<file path="config.mk">
export PLATFORM = sky130hd
export DESIGN_NAME = rd_timeout_check
export DESIGN_NICKNAME = d
export VERILOG_FILES = /design/src/rtl/rd_timeout_check.sv
export SDC_FILE = /design/constraint.sdc
export NUM_CORES = 1
export LEC_CHECK = 0
export ABC_AREA = 1
export CORE_ASPECT_RATIO = 0.5
export CORE_UTILIZATION = 25
export DETAILED_ROUTE_END_ITERATION = 8
export SYNTH_ARGS = -nofsm -noshare
export SYNTH_HDL_FRONTEND = slang
export SYNTH_SLANG_ARGS = --single-unit
</file>
<file path="constraint.sdc">
create_clock -name clk_i -period 3.9 [get_ports clk_i]
set_input_delay 0.585 -clock clk_i [delete_from_list [all_inputs] [get_ports clk_i]]
set_output_delay 0.585 -clock clk_i [all_outputs]
set_load 0.05 [all_outputs]
</file>
<file path="src/rtl/rd_timeout_check.sv">
// Per-slot AXI read phase timeout checker.
// Captures one report per transaction and drains reports over a valid/ready port.
module rd_timeout_check #(
    parameter  int NumSlots = 4,
    parameter  int CntWidth = 8,
    parameter  int IdWidth  = 4,
    localparam int SlotW    = (NumSlots > 1) ? $clog2(NumSlots) : 1
) (
    input  logic                         clk_i,
    input  logic                         rst_i,
    input  logic                         enable_i,
    input  logic [NumSlots-1:0]          slot_busy_i,
    input  logic [2*NumSlots-1:0]        slot_state_i,
    input  logic [IdWidth*NumSlots-1:0]  slot_id_i,
    input  logic [CntWidth*NumSlots-1:0] cnt0_i,
    input  logic [CntWidth*NumSlots-1:0] cnt1_i,
    input  logic [CntWidth*NumSlots-1:0] cnt2_i,
    input  logic [CntWidth*NumSlots-1:0] cnt3_i,
    input  logic [CntWidth-1:0]          budget0_i,
    input  logic [CntWidth-1:0]          budget1_i,
    input  logic [CntWidth-1:0]          budget2_i,
    input  logic [CntWidth-1:0]          budget3_i,
    output logic                         err_valid_o,
    input  logic                         err_ready_i,
    output logic [SlotW-1:0]             err_slot_o,
    output logic [IdWidth-1:0]           err_id_o,
    output logic [1:0]                   err_phase_o,
    output logic [NumSlots-1:0]          pending_o,
    output logic                         irq_o
);

    typedef enum logic {
        IDLE,
        REPORT
    } state_e;

    state_e               state_q, state_d;
    logic [NumSlots-1:0]  pending_q;
    logic [1:0]           phase_arr [NumSlots];
    logic [IdWidth-1:0]   id_arr    [NumSlots];
    logic [SlotW-1:0]     sel_q;
    logic [SlotW-1:0]     first_pend;
    logic [IdWidth-1:0]   rep_id_q;
    logic [1:0]           rep_phase_q;
    logic                 any_pend;
    logic                 handshake;

    assign any_pend  = |pending_q;
    assign handshake = (state_q == REPORT) && err_ready_i;

    for (genvar s = 0; s < NumSlots; s++) begin : g_slot
        logic [CntWidth-1:0] c0, c1, c2, c3;
        logic [1:0]          st;
        logic                h0, h1, h2, h3;
        logic                chk, hit, clr;
        logic [1:0]          hit_ph;
        logic                pend_q, mask_q;
        logic [1:0]          ph_q;
        logic [IdWidth-1:0]  id_q;

        assign c0 = cnt0_i[s*CntWidth +: CntWidth];
        assign c1 = cnt1_i[s*CntWidth +: CntWidth];
        assign c2 = cnt2_i[s*CntWidth +: CntWidth];
        assign c3 = cnt3_i[s*CntWidth +: CntWidth];
        assign st = slot_state_i[2*s +: 2];

        // A zero budget disables that counter's check
        assign h0 = (budget0_i != '0) && (c0 >= budget0_i);
        assign h1 = (budget1_i != '0) && (c1 >= budget1_i);
        assign h2 = (budget2_i != '0) && (c2 >= budget2_i);
        assign h3 = (budget3_i != '0) && (c3 >= budget3_i);

        assign chk = enable_i && slot_busy_i[s] && !mask_q;
        assign clr = handshake && (sel_q == SlotW'(s));

        always_comb begin
            hit    = 1'b0;
            hit_ph = 2'd0;
            if (chk && st == 2'd1) begin
                if (h0) begin
                    hit    = 1'b1;
                    hit_ph = 2'd0;
                end else if (h1) begin
                    hit    = 1'b1;
                    hit_ph = 2'd1;
                end
            end else if (chk && st == 2'd2) begin
                if (h2) begin
                    hit    = 1'b1;
                    hit_ph = 2'd2;
                end else if (h3) begin
                    hit    = 1'b1;
                    hit_ph = 2'd3;
                end
            end
        end

        // Mask holds off re-triggering until the slot is freed
        always_ff @(posedge clk_i or posedge rst_i) begin
            if (rst_i) begin
                pend_q <= 1'b0;
                mask_q <= 1'b0;
                ph_q   <= 2'd0;
                id_q   <= '0;
            end else if (hit) begin
                pend_q <= 1'b1;
                mask_q <= 1'b1;
                ph_q   <= hit_ph;
                id_q   <= slot_id_i[s*IdWidth +: IdWidth];
            end else begin
                if (clr) begin
                    pend_q <= 1'b0;
                end
                if (!slot_busy_i[s]) begin
                    mask_q <= 1'b0;
                end
            end
        end

        assign pending_q[s] = pend_q;
        assign phase_arr[s] = ph_q;
        assign id_arr[s]    = id_q;
    end

    always_comb begin
        first_pend = '0;
        for (int s = NumSlots - 1; s >= 0; s--) begin
            if (pending_q[s]) begin
                first_pend = SlotW'(s);
            end
        end
    end

    always_comb begin
        state_d = state_q;
        unique case (state_q)
            IDLE:    if (any_pend) state_d = REPORT;
            REPORT:  if (err_ready_i) state_d = IDLE;
            default: state_d = IDLE;
        endcase
    end

    // Report fields are frozen at launch so a reallocated slot cannot alter them
    always_ff @(posedge clk_i or posedge rst_i) begin
        if (rst_i) begin
            state_q     <= IDLE;
            sel_q       <= '0;
            rep_id_q    <= '0;
            rep_phase_q <= 2'd0;
        end else begin
            state_q <= state_d;
            if (state_q == IDLE && any_pend) begin
                sel_q       <= first_pend;
                rep_id_q    <= id_arr[first_pend];
                rep_phase_q <= phase_arr[first_pend];
            end
        end
    end

    assign err_valid_o = (state_q == REPORT);
    assign err_slot_o  = sel_q;
    assign err_id_o    = rep_id_q;
    assign err_phase_o = rep_phase_q;
    assign pending_o   = pending_q;
    assign irq_o       = any_pend;

endmodule
</file>
==> Yosys cells after proc, flatten, opt, wreduce, memory -nomap -nowiden <==
Index checks and enable logic that the tools add are counted.
{ "totals": {"reg_bits": 41, "inputBits": 192, "output_inout_bits": 14, "word_cells": 183} }
{ "classes": {"order_cmp": 17, "n_eq_ne": 15, "mux": 77, "n_bitwise": 2, "n_reduce_logical": 52} }
{ "op_table": {"columns": ["operator", "count"], "rows": [
  ["$ge A8 B8 Y1", 16],
  ["$mux W1", 50],
  ["$mux W2", 22],
  ["$logic_and A1 B1 Y1", 38],
  ["$reduce_bool A8 Y1", 4],
  ["$eq A2 B2 Y1 const B", 6],
  ["$eq A2 B1 Y1 const B", 5],
  ["$bmux W4 S2", 1],
  ["$mux W4", 2],
  ["$ne A2 B1 Y1 const B", 4],
  ["$reduce_bool A2 Y1", 4],
  ["$bmux W2 S2", 1],
  ["$logic_not A1 Y1", 4],
  ["$reduce_or A4 Y1", 1],
  ["$ge A3 B3 Y1 const B", 1],
  ["$not A2 Y3", 1],
  ["$logic_not A2 Y1", 1],
  ["$pmux W1 S2", 1],
  ["$not A1 Y1", 1]
]} }

==> Longest topological paths before layout <==
{ "depth": {"depth_word": 8, "ltp_mapped": 15, "depth_no_buf": 15} }

==> Worst setup path after synthesis <==
No wires, ideal clock.
{ "synth_path": {"kind": "input to register", "start": "in budget3_i[7]", "end": "reg g_slot[2].pend_q", "setup_ns": 0.124, "t_arrival_ns": 1.633, "required_ns": 3.776, "path_slack_ns": 2.143, "path_stages": 11, "path_buffers": 0, "path_cell_list": "inv_1 > ha_1 > a21oi_1 > o21a_1 > nand2_2 > nand2_1 > nand2_2 > nand2_4 > nand2_4 > inv_2 > nand2_1"} }
{ "synth_between": {"elab_chain_len": 7, "word_cells_on_any_way": 9, "cone_classes": "1 x order compare; 5 x mux; 3 x reduce/logical"} }
{ "synth_rtl": {"columns": ["item", "line_no", "source"], "rows": [
  ["start, declared", "22", "input logic [CntWidth-1:0] budget3_i,"],
  ["$ge A8 B8 Y1 or $reduce_bool A8 Y1 (tied branches)", "71", "assign h3 = (budget3_i != '0) && (c3 >= budget3_i);"],
  ["$logic_and A1 B1 Y1 *", "71", null],
  ["$mux W1 *", "91", "end else if (h3) begin"],
  ["$mux W1 *", "88", "if (h2) begin"],
  ["$mux W1 *", "87", "end else if (chk && st == 2'd2) begin"],
  ["$mux W1 *", "79", "if (chk && st == 2'd1) begin"],
  ["$mux W1 or $reduce_bool A2 Y1 (tied branches)", null, null],
  ["end signal, assigned", "101", "pend_q <= 1'b0;"],
  ["end signal, assigned", "106", "pend_q <= 1'b1;"],
  ["end signal, assigned", "112", "pend_q <= 1'b0;"],
  ["end, declared", "57", "logic pend_q, mask_q;"]
]} }
Mark *: on every way between the ends. The rest lies on a longest branch, timed or not.
A chain may end at the register's enable or synchronous reset.

==> Worst setup path after layout <==
{ "layout_path": {"start": "reg g_slot[3].pend_q", "end": "out irq_o"} }
{ "layout_between": {"elab_chain_len": 1} }
{ "layout_rtl": {"columns": ["item", "line_no", "source"], "rows": [
  ["start, declared", "57", null],
  ["start signal, assigned", "101", null],
  ["start signal, assigned", "106", null],
  ["start signal, assigned", "112", null],
  ["$reduce_or A4 Y1", "48", "assign any_pend = |pending_q;"],
  ["end, declared", "29", "output logic irq_o"]
]} }
No other way between the ends.

==> run_results.csv <==
group,metric,value,unit
timing,timing.max_slew.rel_slack,0.637,
cells_and_area,design_area,8110,um2
power_and_ir_drop,p_per_cell_area,316,nW/um2
timing,period_share,0.660,
clock_tree,cts.htree.levels,2,
critical_path,timing.critical_path.from,"g_slot[3].pend_q",
power_and_ir_drop,power_after_layout,2560,uW
synth,post-synth-top-count-cell,"sky130_fd_sc_hd__nand2_1",
grt,maximum_number_of_pins_on_one_net_before_global_route_repair,42,
floorplan,floorplan.io_pins,206,
power_and_ir_drop,worst_ir_drop_vdd,260,uV
critical_path,worst_setup_path_start_kind,"register",
synth,synth.avg_cell_area,6.88,um2
cells_and_area,final_core_util,0.373,
detailed_routing,wire_per_inst,13.1,um
synth,synth_top_area_cell,"sky130_fd_sc_hd__ha_1",
synth,mappedNetlistArea,5580,um2
synth,yosysTopAreaCellShare,0.287,
detailed_routing,post-route-drc-count,0,
synth,synth-edff-count,0,
synth,synth_cell_types,30,
power_and_ir_drop,cellLeakagePower,0.00418,uW
critical_path,cp.arrival,1.99,ns
power_and_ir_drop,p_seq_frac,0.270,
critical_path,timing.rr.start,"g_slot[1].pend_q",
clock_tree,clock_sink_total,41,
worst_hold_path,hold-path-cell-count,2,
timing,clock.fmax,388,MHz
timing,grt_setup_unrepaired,"no",
floorplan,rows,38,
synth,synth.net_count,1131,
cells_and_area,antenna_cells_inserted,0,
timing,final_hold_viol_count,0,
detailed_routing,detail_route.vias_per_cell,4.28,
timing,finalSetupViolCount,0,
timing,min_period,2.58,ns
critical_path,worstPathMaxFanout,8,
critical_path,worst_r2r_endpoint,"err_id_o[0]",
clock_tree,cts_tree,"built",
power_and_ir_drop,proportion_of_total_power_due_to_net_switching,0.446,
run_status,outcome,"finished, final reports clean",
grt,grt_first_pass_wirelength,27.2,mm
floorplan,initial_utilization,0.256,
detailed_routing,detail_route.first_pass.iterations,4,
critical_path,r2r_slack,2.19,ns
synth,seq_area_frac_synth,0.184,
worst_hold_path,whs_endpoint,"g_slot[1].mask_q",
detailed_routing,dr_total_vias,5643,
floorplan,width_of_the_die,213,um
clock_tree,clk_pin_slew_worst_paths,0.06,ns
timing,worst_slew_pin_slew,0.543,ns
detailed_routing,routed_wirelength,17.3,mm
timing,setup_tns,0,ns
place,dp_hpwl,15.5,mm
floorplan,fp.dieArea,23000,um2
detailed_routing,dr.first_iter.drc_count,230,
cells_and_area,layout-drive-gt1-share,0.0618,
clock_tree,cts-root-buf,"sky130_fd_sc_hd__clkbuf_16",
clock_tree,clock_latency,0.28,ns
critical_path,critPathMaxStageDelay,0.80,ns
clock_tree,cts_setup_buffers,0,
worst_hold_path,hp-start,"g_slot[1].mask_q",
critical_path,cp_cell_sequence,"nor2_1, nand3_1, clkdlybuf4s50_1",
critical_path,critical_path_class,"register to output pin",
place,dpl_cell_area,7970,um2
floorplan,core,21800,um2
grt,vias_in_the_first_global_route,5721,
power_and_ir_drop,p_sw,1140,uW
cells_and_area,area_growth,45.4,%
synth,leading_post_synthesis_cells_by_cell_area,"sky130_fd_sc_hd__ha_1 29%, sky130_fd_sc_hd__dfrtp_1 18%, sky130_fd_sc_hd__nand2_1 18%",
clock_tree,holdBufCountCts,0,
cells_and_area,final_nets,1338,
floorplan,die_height,108,um
clock_tree,cts_resized,0,
synth,ys_seq_elements,41,
synth,gate_count_after_technology_mapping,811,
grt,grt_antenna_before_repair,0,
timing,report.final.slew_viol_count,0,
synth,synth.cells.most_frequent,"267 x sky130_fd_sc_hd__nand2_1, 128 x sky130_fd_sc_hd__ha_1, 114 x sky130_fd_sc_hd__inv_1",
clock_tree,cts_buffers,5,
power_and_ir_drop,internal_power,1420,uW
place,finalWeightedCongestion,0.809,
critical_path,crit_path_end_kind,"output pin",
synth,yosys_most_used_dff,"sky130_fd_sc_hd__dfrtp_1",
detailed_routing,detail-route-antenna-nets,0,
critical_path,cpMaxStageDelayCell,"sky130_fd_sc_hd__clkdlybuf4s50_1",
grt,gr-usage-all-layers,0.150,
synth,yosysWarningCount,0,
place,port_buffers,205,
power_and_ir_drop,power.combinational.fraction,0.575,
timing,clock_skews,0.00441,ns
clock_tree,clk_path_buf_depth,2,
worst_hold_path,timing.hold.worst.class,"register to register",
power_and_ir_drop,clock_power_share,0.155,
job,max_cap_violations,0,
critical_path,critical_path_required,3.31,ns
grt,overflow,0,
timing,timing.hold.ws,0.473,ns
synth,async_flop_share,1.00,
critical_path,depth_of_the_worst_register_to_register_path,8,
state kept, by name, summed over array words and instances (netlist names):
register,cells
err_id_o,4
err_phase_o,2
err_slot_o,2
err_valid_o,1
g_slot.id_q,16
g_slot.mask_q,4
g_slot.pend_q,4
g_slot.ph_q,8
cells by family after synthesis:
kind of cell | count (synthesis) | synth area share
DFF | 41 | 0.184
buffers and inverters | 132 | 0.0930
and+or+nand+nor | 426 | 0.348
AOI/OAI and AO/OA | 84 | 0.0879
adders and majority gates | 128 | 0.287
critical path: cells and delay by family (launching register included):
family / cells / cell delay [ns]
DFF: 1 / 0.43
buffers and inverters: 1 / 0.80
and+or+nand+nor: 2 / 0.48
placed cells by master (no fill, tap or decap), types with 5 or more instances in the layout:
| cell type | instances |
|---|---|
| sky130_fd_sc_hd__clkdlybuf4s50_1 | 205 |
| sky130_fd_sc_hd__a21oi_1 | 38 |
| sky130_fd_sc_hd__nor2_1 | 86 |
| sky130_fd_sc_hd__nand3_1 | 25 |
| sky130_fd_sc_hd__inv_1 | 114 |
| sky130_fd_sc_hd__o21ai_1 | 5 |
| sky130_fd_sc_hd__dfrtp_1 | 41 |
| sky130_fd_sc_hd__inv_2 | 11 |
| sky130_fd_sc_hd__o21a_1 | 14 |
| sky130_fd_sc_hd__ha_1 | 128 |
| sky130_fd_sc_hd__nand2_1 | 267 |
| sky130_fd_sc_hd__clkbuf_16 | 5 |
| sky130_fd_sc_hd__nand2_4 | 8 |
| sky130_fd_sc_hd__nand2_2 | 14 |
| sky130_fd_sc_hd__o21ai_0 | 11 |
| sky130_fd_sc_hd__o22ai_1 | 6 |
worst max path at each step:
stage,to,slack (ns)
floorplan,g_slot[2].pend_q,2.14
global placement,g_slot[1].pend_q,1.33
detailed placement,g_slot[1].id_q[0],1.29
CTS,irq_o,1.32
global route,irq_o,1.19
finish,irq_o,1.32
routing by layer:
| metal | part of all wire | vias up | global-route usage | routed length, um |
|---|---|---|---|---|
| li1 | - | 3005 | - | - |
| met1 | 0.45 | 2549 | 0.187 | 7830 |
| met2 | 0.50 | 70 | 0.281 | 8610 |
| met3 | 0.032 | 19 | 0.0143 | 547 |
| met4 | 0.016 | 0 | 0.0311 | 272 |
| met5 | 0 | - | 0 | 0 |
final cells by class:
type	count	area [um2]
clock buffers	6	129
clock inverters	2	15.0
fillers	2275	13700
inverters	126	473
multi-input cells	638	4040
flip-flops and latches	41	1030
well taps	300	375
repair buffers	206	2060
per-stage QoR:
stage                     cells  setup WS [ns]
final                      1319           1.32
after global routing       1319           1.19
after CTS                  1319           1.32
after detailed placement   1311           1.29
after global placement     1311           1.33
after floorplan             811           2.14
power groups by stage:
stage / registers (uW) / clock network [uW] / logic, uW
after floorplan: 816 / 0 / 834
after global placement: 697 / 0 / 1460
after detailed placement: 697 / 0 / 1490
after CTS: 693 / 407 / 1490
after global routing: 711 / 418 / 1650
final: 693 / 397 / 1470
Power figures use the tool's default switching activity.
